$ cat config.mk
export PLATFORM = sky130hd
export DESIGN_NAME = serial_and_sequencer
export DESIGN_NICKNAME = d
export VERILOG_FILES = /design/src/rtl/and_seq_pkg.sv /design/src/rtl/two_input_and.sv /design/src/rtl/serial_and_sequencer.sv
export SDC_FILE = /design/constraint.sdc
export NUM_CORES = 1
export LEC_CHECK = 0
export CORE_ASPECT_RATIO = 0.8
export CORE_MARGIN = 4
export CORE_UTILIZATION = 50
export CTS_CLUSTER_SIZE = 24
export DETAILED_ROUTE_END_ITERATION = 16
export GPL_TIMING_DRIVEN = 0
export PLACE_DENSITY_LB_ADDON = 0.2
export SLEW_MARGIN = 20
export SYNTH_ARGS = -nofsm -noshare
export SYNTH_HDL_FRONTEND = slang
export SYNTH_SLANG_ARGS = --single-unit
$ cat constraint.sdc
create_clock -name clk -period 2.3 [get_ports clk]
set_input_delay 0.46 -clock clk [delete_from_list [all_inputs] [get_ports clk]]
set_output_delay 0.46 -clock clk [all_outputs]
set_load 0.01 [all_outputs]
$ cat src/rtl/and_seq_pkg.sv
`default_nettype none
// ============================================================================
// Module   : and_seq_pkg
// Purpose  : Shared state encoding and width helper for the serial AND
//            sequencer.
// Revision : 1.0 - initial release
// ============================================================================
package and_seq_pkg;

   // Sequencer states; two bits cover the three states.
   typedef enum logic [1:0] {
      ST_IDLE = 2'd0,
      ST_RUN  = 2'd1,
      ST_DONE = 2'd2
   } state_t;

   // Width needed to hold any count from 0 to n inclusive.
   function automatic int lw_width(input int n);
      return $clog2(n + 1);
   endfunction

endpackage
`default_nettype wire

$ cat src/rtl/two_input_and.sv
`default_nettype none
// ============================================================================
// Module   : two_input_and
// Purpose  : Shared two-input AND unit used by the serial reduction step.
// Revision : 1.0 - initial release
// ============================================================================
module two_input_and (
   input  logic a,
   input  logic b,
   output logic y
);

   assign y = a & b;

endmodule
`default_nettype wire

$ cat src/rtl/serial_and_sequencer.sv
`default_nettype none
// ============================================================================
// Module   : serial_and_sequencer
// Purpose  : Reduces the low in_len bits of an operand with AND, one bit per
//            cycle through a single two-input AND unit, with optional early
//            exit on the first zero bit and a valid/ready result handshake.
// Revision : 1.0 - initial release
// ============================================================================
module serial_and_sequencer
   import and_seq_pkg::*;
#(
   parameter int  N          = 8,
   parameter int  EARLY_EXIT = 1,
   localparam int LW         = lw_width(N)
) (
   input  logic          clk,
   input  logic          rst_n,
   input  logic          in_valid,
   output logic          in_ready,
   input  logic [N-1:0]  in_data,
   input  logic [LW-1:0] in_len,
   output logic          out_valid,
   input  logic          out_ready,
   output logic          out_y,
   output logic [LW-1:0] out_steps,
   output logic          busy
);

   localparam logic [LW-1:0] c_len_max = LW'(N);
   localparam logic [LW-1:0] c_one     = LW'(1);
   localparam logic [N-1:0]  c_bit0    = {{(N-1){1'b0}}, 1'b1};

   state_t        state_q, state_d;
   logic [N-1:0]  data_q,  data_d;
   logic [LW-1:0] len_q,   len_d;
   logic [LW-1:0] idx_q,   idx_d;
   logic [LW-1:0] steps_q, steps_d;
   logic          acc_q,   acc_d;

   logic [LW-1:0] w_len_clamped;
   logic [LW-1:0] w_idx_inc;
   logic [N-1:0]  w_sel;
   logic          w_bit;
   logic          w_and_y;
   logic          w_last;

   // Lengths beyond the operand width reduce the whole operand.
   assign w_len_clamped = (in_len > c_len_max) ? c_len_max : in_len;

   // Current operand bit picked with a one-hot mask so idx never indexes
   // past the operand.
   assign w_sel     = c_bit0 << idx_q;
   assign w_bit     = |(data_q & w_sel);
   assign w_idx_inc = idx_q + c_one;
   assign w_last    = (w_idx_inc == len_q);

   two_input_and u_and (
      .a (acc_q),
      .b (w_bit),
      .y (w_and_y)
   );

   // Next-state and datapath update for accept, reduce and result hand-off.
   always_comb begin
      state_d = state_q;
      data_d  = data_q;
      len_d   = len_q;
      idx_d   = idx_q;
      steps_d = steps_q;
      acc_d   = acc_q;
      case (state_q)
         ST_IDLE: begin
            if (in_valid) begin
               data_d  = in_data;
               len_d   = w_len_clamped;
               acc_d   = 1'b1;
               idx_d   = '0;
               steps_d = '0;
               state_d = (w_len_clamped == '0) ? ST_DONE : ST_RUN;
            end
         end
         ST_RUN: begin
            acc_d   = w_and_y;
            idx_d   = w_idx_inc;
            steps_d = steps_q + c_one;
            if (w_last || ((EARLY_EXIT != 0) && !w_and_y)) begin
               state_d = ST_DONE;
            end
         end
         ST_DONE: begin
            if (out_ready) begin
               state_d = ST_IDLE;
            end
         end
         default: begin
            state_d = ST_IDLE;
         end
      endcase
   end

   // State and datapath registers; reset discards any operation in flight.
   always_ff @(posedge clk or negedge rst_n) begin
      if (!rst_n) begin
         state_q <= ST_IDLE;
         data_q  <= '0;
         len_q   <= '0;
         idx_q   <= '0;
         steps_q <= '0;
         acc_q   <= 1'b1;
      end else begin
         state_q <= state_d;
         data_q  <= data_d;
         len_q   <= len_d;
         idx_q   <= idx_d;
         steps_q <= steps_d;
         acc_q   <= acc_d;
      end
   end

   // in_ready is gated by rst_n so it reads low while reset is held.
   assign in_ready  = (state_q == ST_IDLE) && rst_n;
   assign out_valid = (state_q == ST_DONE);
   assign busy      = (state_q != ST_IDLE);
   assign out_y     = (state_q == ST_DONE) && acc_q;
   assign out_steps = steps_q;

endmodule
`default_nettype wire

-- Word level (Yosys, flattened, before mapping)
Index checks and enable logic that the tools add are counted.
- RAM bits: 0
- latch bits: 0
- memories: 0
- bits of input ports: 16
- bits in read-only memories: 0
- register bits after elaboration: 23
- output and inout bits: 8
- word-level logic and storage cells: 41
- bitwise operators: 2
- eq/ne operators: 6
- $add $sub $neg: 2
- div/mod/pow operators: 0
- multiply operators: 0
- muxes and demuxes: 11
- reductions and logical operators: 12
- magnitude comparators: 1
- shifts and indexed selects: 1
- operator list (operator ; number):
    case mux 4 bit (2 select lines) ; 2
    adder 4 x 1 -> 4 bit (second input constant) ; 2
    AND 8 bit ; 1
    2-to-1 mux 2 bit ; 4
    2-to-1 mux 4 bit ; 2
    OR reduction 8 bit ; 1
    << shifter 1 x 4 -> 8 bit (first input constant) ; 1
    case mux 2 bit (3 select lines) ; 1
    == test 4 bit ; 1
    > comparator 4 bit (second input constant) ; 1
    logical NOT 4 bit ; 1
    inequality test 2 bit (second input constant) ; 2
    AND reduction 2 bit ; 2
    nonzero test 2 bit ; 2
    AND reduction 3 bit ; 1
    == test 2 x 1 -> 1 bit (second input constant) ; 1
    == test 2 bit (second input constant) ; 1
    logical AND 1 bit ; 2
    logical NOT 2 bit ; 1
    inequality test 2 x 1 -> 1 bit (second input constant) ; 1
    case mux 1 bit (2 select lines) ; 1
    AND 1 bit ; 1
    logical NOT 1 bit ; 1
    logical OR 1 bit ; 1
    2-to-1 mux 1 bit ; 1

-- Depth between registers and ports, before layout
- word-level depth: 8
- gate-level depth with buffers: 6
- gate-level depth less buffers: 6

-- By module
Synthesis repeated with hierarchy kept, for this count alone.
- cells, all modules: 109
- area, all modules: 1208.7 µm²
- by module, submodules not included (module ; seq. area each (µm²) ; area an instance (µm²) ; instances ; cells each):
    serial_and_sequencer ; 576.8 ; 1202.4 ; 1 ; 108
    two_input_and ; 0.0 ; 6.3 ; 1 ; 1

-- Worst setup path before layout
No wires, ideal clock.
- kind: reg-to-reg
- start: register idx_q[0]
- end: register state_q[1]
- setup time: 127 ps
- cell stages (with the launch flop): 6
- required time: 2173 ps
- slack: 689 ps
- arrival: 1484 ps
- path buffers: 0
- clock period less this slack: 1611 ps
- path through: dfrtp_1 -> ha_1 -> ha_1 -> xnor2_1 -> nor4_2 -> o32a_2
- word-level cells in the longest chain between the ends: 8
- elaborated cells on any way between the ends: 10
- those cells by class: 1 x add/sub; 2 x eq/ne; 1 x shift; 2 x bitwise; 4 x reduce/logical
- RTL lines (item ; line ; RTL):
    start: declaration ; serial_and_sequencer.sv:36 ; logic [LW-1:0] idx_q, idx_d;
    start signal: assignment ; serial_and_sequencer.sv:114 ; idx_q <= idx_d;
    parallel branches: the longest is 5 deep, another holds adder 4 x 1 -> 4 bit ; - ;
    logical OR 1 bit (*) ; serial_and_sequencer.sv:86 ; if (w_last || ((EARLY_EXIT != 0) && !w_and_y)) begin
    inequality test 2 bit (no source line) (*) ; - ;
    AND reduction 3 bit (no source line) (*) ; - ;
    end signal: assignment ; serial_and_sequencer.sv:111 ; state_q <= state_d;
    end: declaration ; serial_and_sequencer.sv:33 ; state_t state_q, state_d;
Mark *: on every way between the ends.
A chain may end at the register's enable or synchronous reset.

-- Final worst setup path
- start: register state_q[0]
- end: output in_ready
- word-level cells in the longest chain between the ends: 2
- RTL lines (item ; line ; RTL):
    logical NOT 2 bit ; serial_and_sequencer.sv:121 ; assign in_ready = (state_q == ST_IDLE) && rst_n;
    logical AND 1 bit ; serial_and_sequencer.sv:121 ;
    end: declaration ; serial_and_sequencer.sv:19 ; output logic in_ready,
No other way between the ends.

==> results_tabular.tex <==
\begin{tabular}{lr}
\hline
Metric & Value \\
\hline
\multicolumn{2}{l}{\textbf{Status}} \\
\quad Outcome & complete, no violations \\
\multicolumn{2}{l}{\textbf{Clocking}} \\
\quad H-tree Lvls & 1 \\
\quad Inserted Clock Buffers & 3 \\
\quad Reg clk slew, reported paths & about 0.13 ns \\
\quad Number of sinks on the clock net & 23 \\
\quad Clock insertion delay at the later pin of the skew report & 0.31 ns \\
\quad Number of hold buffers added after CTS & 0 \\
\quad Root Buffer Master & clkbuf\_4 \\
\quad Buffer levels on the longest clock path & 2 \\
\quad Clock tree from TritonCTS & built \\
\quad \# Post-CTS Setup Buffers & 0 \\
\multicolumn{2}{l}{\textbf{Routing}} \\
\quad Final WL & approximately 2300 um \\
\quad Remaining antenna violation count & 0 \\
\quad Routed len/inst & roughly 15 um \\
\quad Remaining DRCs & 0 \\
\quad Vias per cell & roughly 5.5 \\
\quad 1st-pass router iterations & 4 \\
\quad Via count & 855 \\
\quad Initial drt markers & 14 \\
\multicolumn{2}{l}{\textbf{Critical path}} \\
\quad Largest delay share family, worst path & buffers and inverters \\
\quad Worst-path maximum fanout & 9 \\
\quad Slowest-stage cell, CP & clkdlybuf4s50\_1 \\
\quad Crit path cell chain & buf\_2 > nor2\_2 > and2\_1 > clkdlybuf4s50\_1 \\
\quad Data arrival time of the critical path & approximately 1.7 ns \\
\quad Endpoint kind of the worst setup timing path & output pin \\
\quad Kind of critical path & reg2out \\
\quad Stage delay of the slowest cell on the critical path & around 0.53 ns \\
\quad Kind of start point of the critical path & flop \\
\quad Total buffers and inverters traversed by the critical path & 2 \\
\quad Critical Path RT & between 1.5 and 2 ns \\
\multicolumn{2}{l}{\textbf{Die}} \\
\quad Vertical die dimension & between 50 and 60 um \\
\quad Initial core utilization & 0.534 \\
\quad Core Area & between 0.002 and 0.0025 mm2 \\
\quad Die footprint & 0.00319 mm2 \\
\quad Die extent in x & 62.2 um \\
\quad I/O pin count & 24 \\
\quad Number of placement rows & 15 \\
\multicolumn{2}{l}{\textbf{Final layout}} \\
\quad Final design instance area without fill & 0.00146 mm2 \\
\quad Combined area of the multi-input logic cells & $\sim$570 um2 \\
\quad Area delta synth->final & 24.4\% \\
\quad Number of antenna repair diodes & 0 \\
\quad Sequential cell area & about 580 um2 \\
\quad Filler-free cell count of the finished design & 156 \\
\quad Nets & $\sim$160 \\
\quad Post-Route Utilization & 0.665 \\
\quad Layout cell share with drive strength beyond 1 & 0.191 \\
\quad Layout fillers & around 190 \\
\multicolumn{2}{l}{\textbf{Pwr}} \\
\quad Power density relative to cell area & $\sim$1100 mW/mm2 \\
\quad Leakage & 0.658 nW \\
\quad Largest voltage drop on the vdd net & between 0.0007 and 0.0008 V \\
\quad Total chip power & between 1.5 and 2 mW \\
\multicolumn{2}{l}{\textbf{GRT}} \\
\quad Maximum number of pins on one net before global-route repair & 25 \\
\quad Number of global-route vias before repair & 950 \\
\quad Wire length of the first global-routing pass & about 4300 um \\
\quad Antenna violations before repair & 0 \\
\quad Overflow left after global routing & 0 \\
\quad GRT Resource Usage Total & 0.172 \\
\multicolumn{2}{l}{\textbf{Synthesis}} \\
\quad Most area-consuming cells after synthesis & dfrtp\_1 47\%, mux2\_2 9.6\%, ha\_1 7.5\% \\
\quad Number of distinct library cell variants in the gate-level netlist after synthesis & 30 \\
\quad Count of state elements after synthesis & 23 \\
\quad Area share of the largest cell type after synthesis & 0.469 \\
\quad Synth Net Count & $\sim$130 \\
\quad Library cell with the largest summed area after synthesis & dfrtp\_1 \\
\quad Synthesized area divided by synthesized cell count & 11.3 um2 \\
\quad Synthesized instance count & between 100 and 150 \\
\quad Netlist area before placement & 0.00117 mm2 \\
\quad Sequential element share of the synthesized area & 0.491 \\
\quad Count of synthesis-stage warnings from yosys & 0 \\
\multicolumn{2}{l}{\textbf{Timing}} \\
\quad Max\_slew headroom & 0.595 \\
\quad Fmax & $\sim$460 MHz \\
\quad Final Hold Slack & about 0.1 ns \\
\quad Final setup violation count & 0 \\
\quad Max-slew violation count & 0 \\
\quad Setup repair after global routing missed its margin & false \\
\quad Slew at the pin closest to its max-slew limit & slightly above 0.6 ns \\
\quad Skew final & $\sim$0.0046 ns \\
\quad Final min period & approximately 2.2 ns \\
\quad Share of the clock period used by the worst path & 0.943 \\
\quad Final Hold Vio Count & 0 \\
\multicolumn{2}{l}{\textbf{Worst hold path}} \\
\quad Worst hold path type & in2async \\
\multicolumn{2}{l}{\textbf{Placed design}} \\
\quad Total half-perimeter wirelength after legalization and detailed placement & roughly 1800 um \\
\quad Count of buffers from port buffering & 23 \\
\quad Cell count after placement & roughly 150 \\
\quad Area after detailed placement & between 0.001 and 0.0015 mm2 \\
\quad Final RePlAce weighted congestion & $\sim$0.75 \\
\multicolumn{2}{l}{\textbf{Job}} \\
\quad Maximum capacitance violations & 0 \\
\hline
\end{tabular}
-- registers in the layout, summed over array words and instances, names as in the netlist --
register   cells
data_q         8
idx_q          4
len_q          4
out_steps      4
state_q        2
acc_q          1
-- synth_stat cells, drive strengths merged --
cell    number
nor2         3
a32oi        1
and2         2
inv          4
xor2         2
buf          3
dfrtp       22
nor4         2
ha           7
nor2b        3
nor3         2
o32a         1
nand2        9
a22oi        2
and2b        1
dfstp        1
o32ai        1
nand2b       4
xnor2        3
o21ai        7
nand3        3
a22o         6
o21bai       1
a21oi        2
a21o         2
mux2        10
-- power by group --
part           total (mW)  leakage, nW  switching, mW  internal (mW)
logic               0.769        0.352          0.371          0.398
clock network       0.191       0.0177          0.126         0.0651
registers           0.688        0.289          0.118          0.570
-- routing by layer --
layer / vias up / track usage / routed length (um)
met4: 0 / 0.0325 / 0
met1: 409 / 0.218 / 1060
met2: 21 / 0.290 / 1160
met3: 0 / 0.0549 / 123
met5: - / 0 / 0
li1: 425 / - / -
-- layout by cell type, fill, tap and decap left out, types with 4 or more instances in the layout --
cell type and n:
inv_1 4, nand2b_1 4, mux2_2 10, dfrtp_1 22, clkdlybuf4s50_1 22, buf_2 4
ha_1 7, o21ai_0 7, nand2_1 8, a22o_1 6
-- path summary, 6_finish.rpt --
kind | from | to | slack, ns | cells past startpoint
worst min register to register | acc_q | acc_q | 0.51 | 2
min in group clk | acc_q | acc_q | 0.51 | 2
worst max register to register | idx_q[0] | state_q[1] | 0.50 | 6
worst min-delay path | rst_n | state_q[0] | 0.1 | 1
worst max-delay path | state_q[0] | in_ready | 0.13 | 4
max in group asynchronous | rst_n | acc_q | 1.84 | 1
-- per-stage QoR --
stage                     TNS, ns  setup WS (ns)
after floorplan                 0          0.689
after global placement     -0.588         -0.588
after detailed placement   -0.607         -0.607
after CTS                       0         0.0377
after global routing            0         0.0133
final                           0          0.131
-- layout make-up --
class | instances | share of cell area
Tap cell | 25 | 0.0214
Multi-Input combinational cell | 74 | 0.390
Buffer | 3 | 0.0103
Clock inverter | 1 | 0.00343
Clock buffer | 3 | 0.0154
Inverter | 4 | 0.0103
Sequential cell | 23 | 0.395
Timing Repair Buffer | 23 | 0.154
-- cells by family after synthesis --
family          after synthesis  synth area share
flops                        23             0.491
xor+xnor                      5            0.0373
mux                          10            0.0960
simple gates                 29             0.134
buf+inv                       7            0.0256
fa+ha+maj                     7            0.0746
compound gates               23             0.141
-- repair_timing --
item | in CTS | in global routing
endpoints found under the hold margin | 0 | 0
endpoints found under the setup margin | 1 | 2
resized for setup | 3 | 3
No activity file was read; power rests on OpenSTA's default activity.
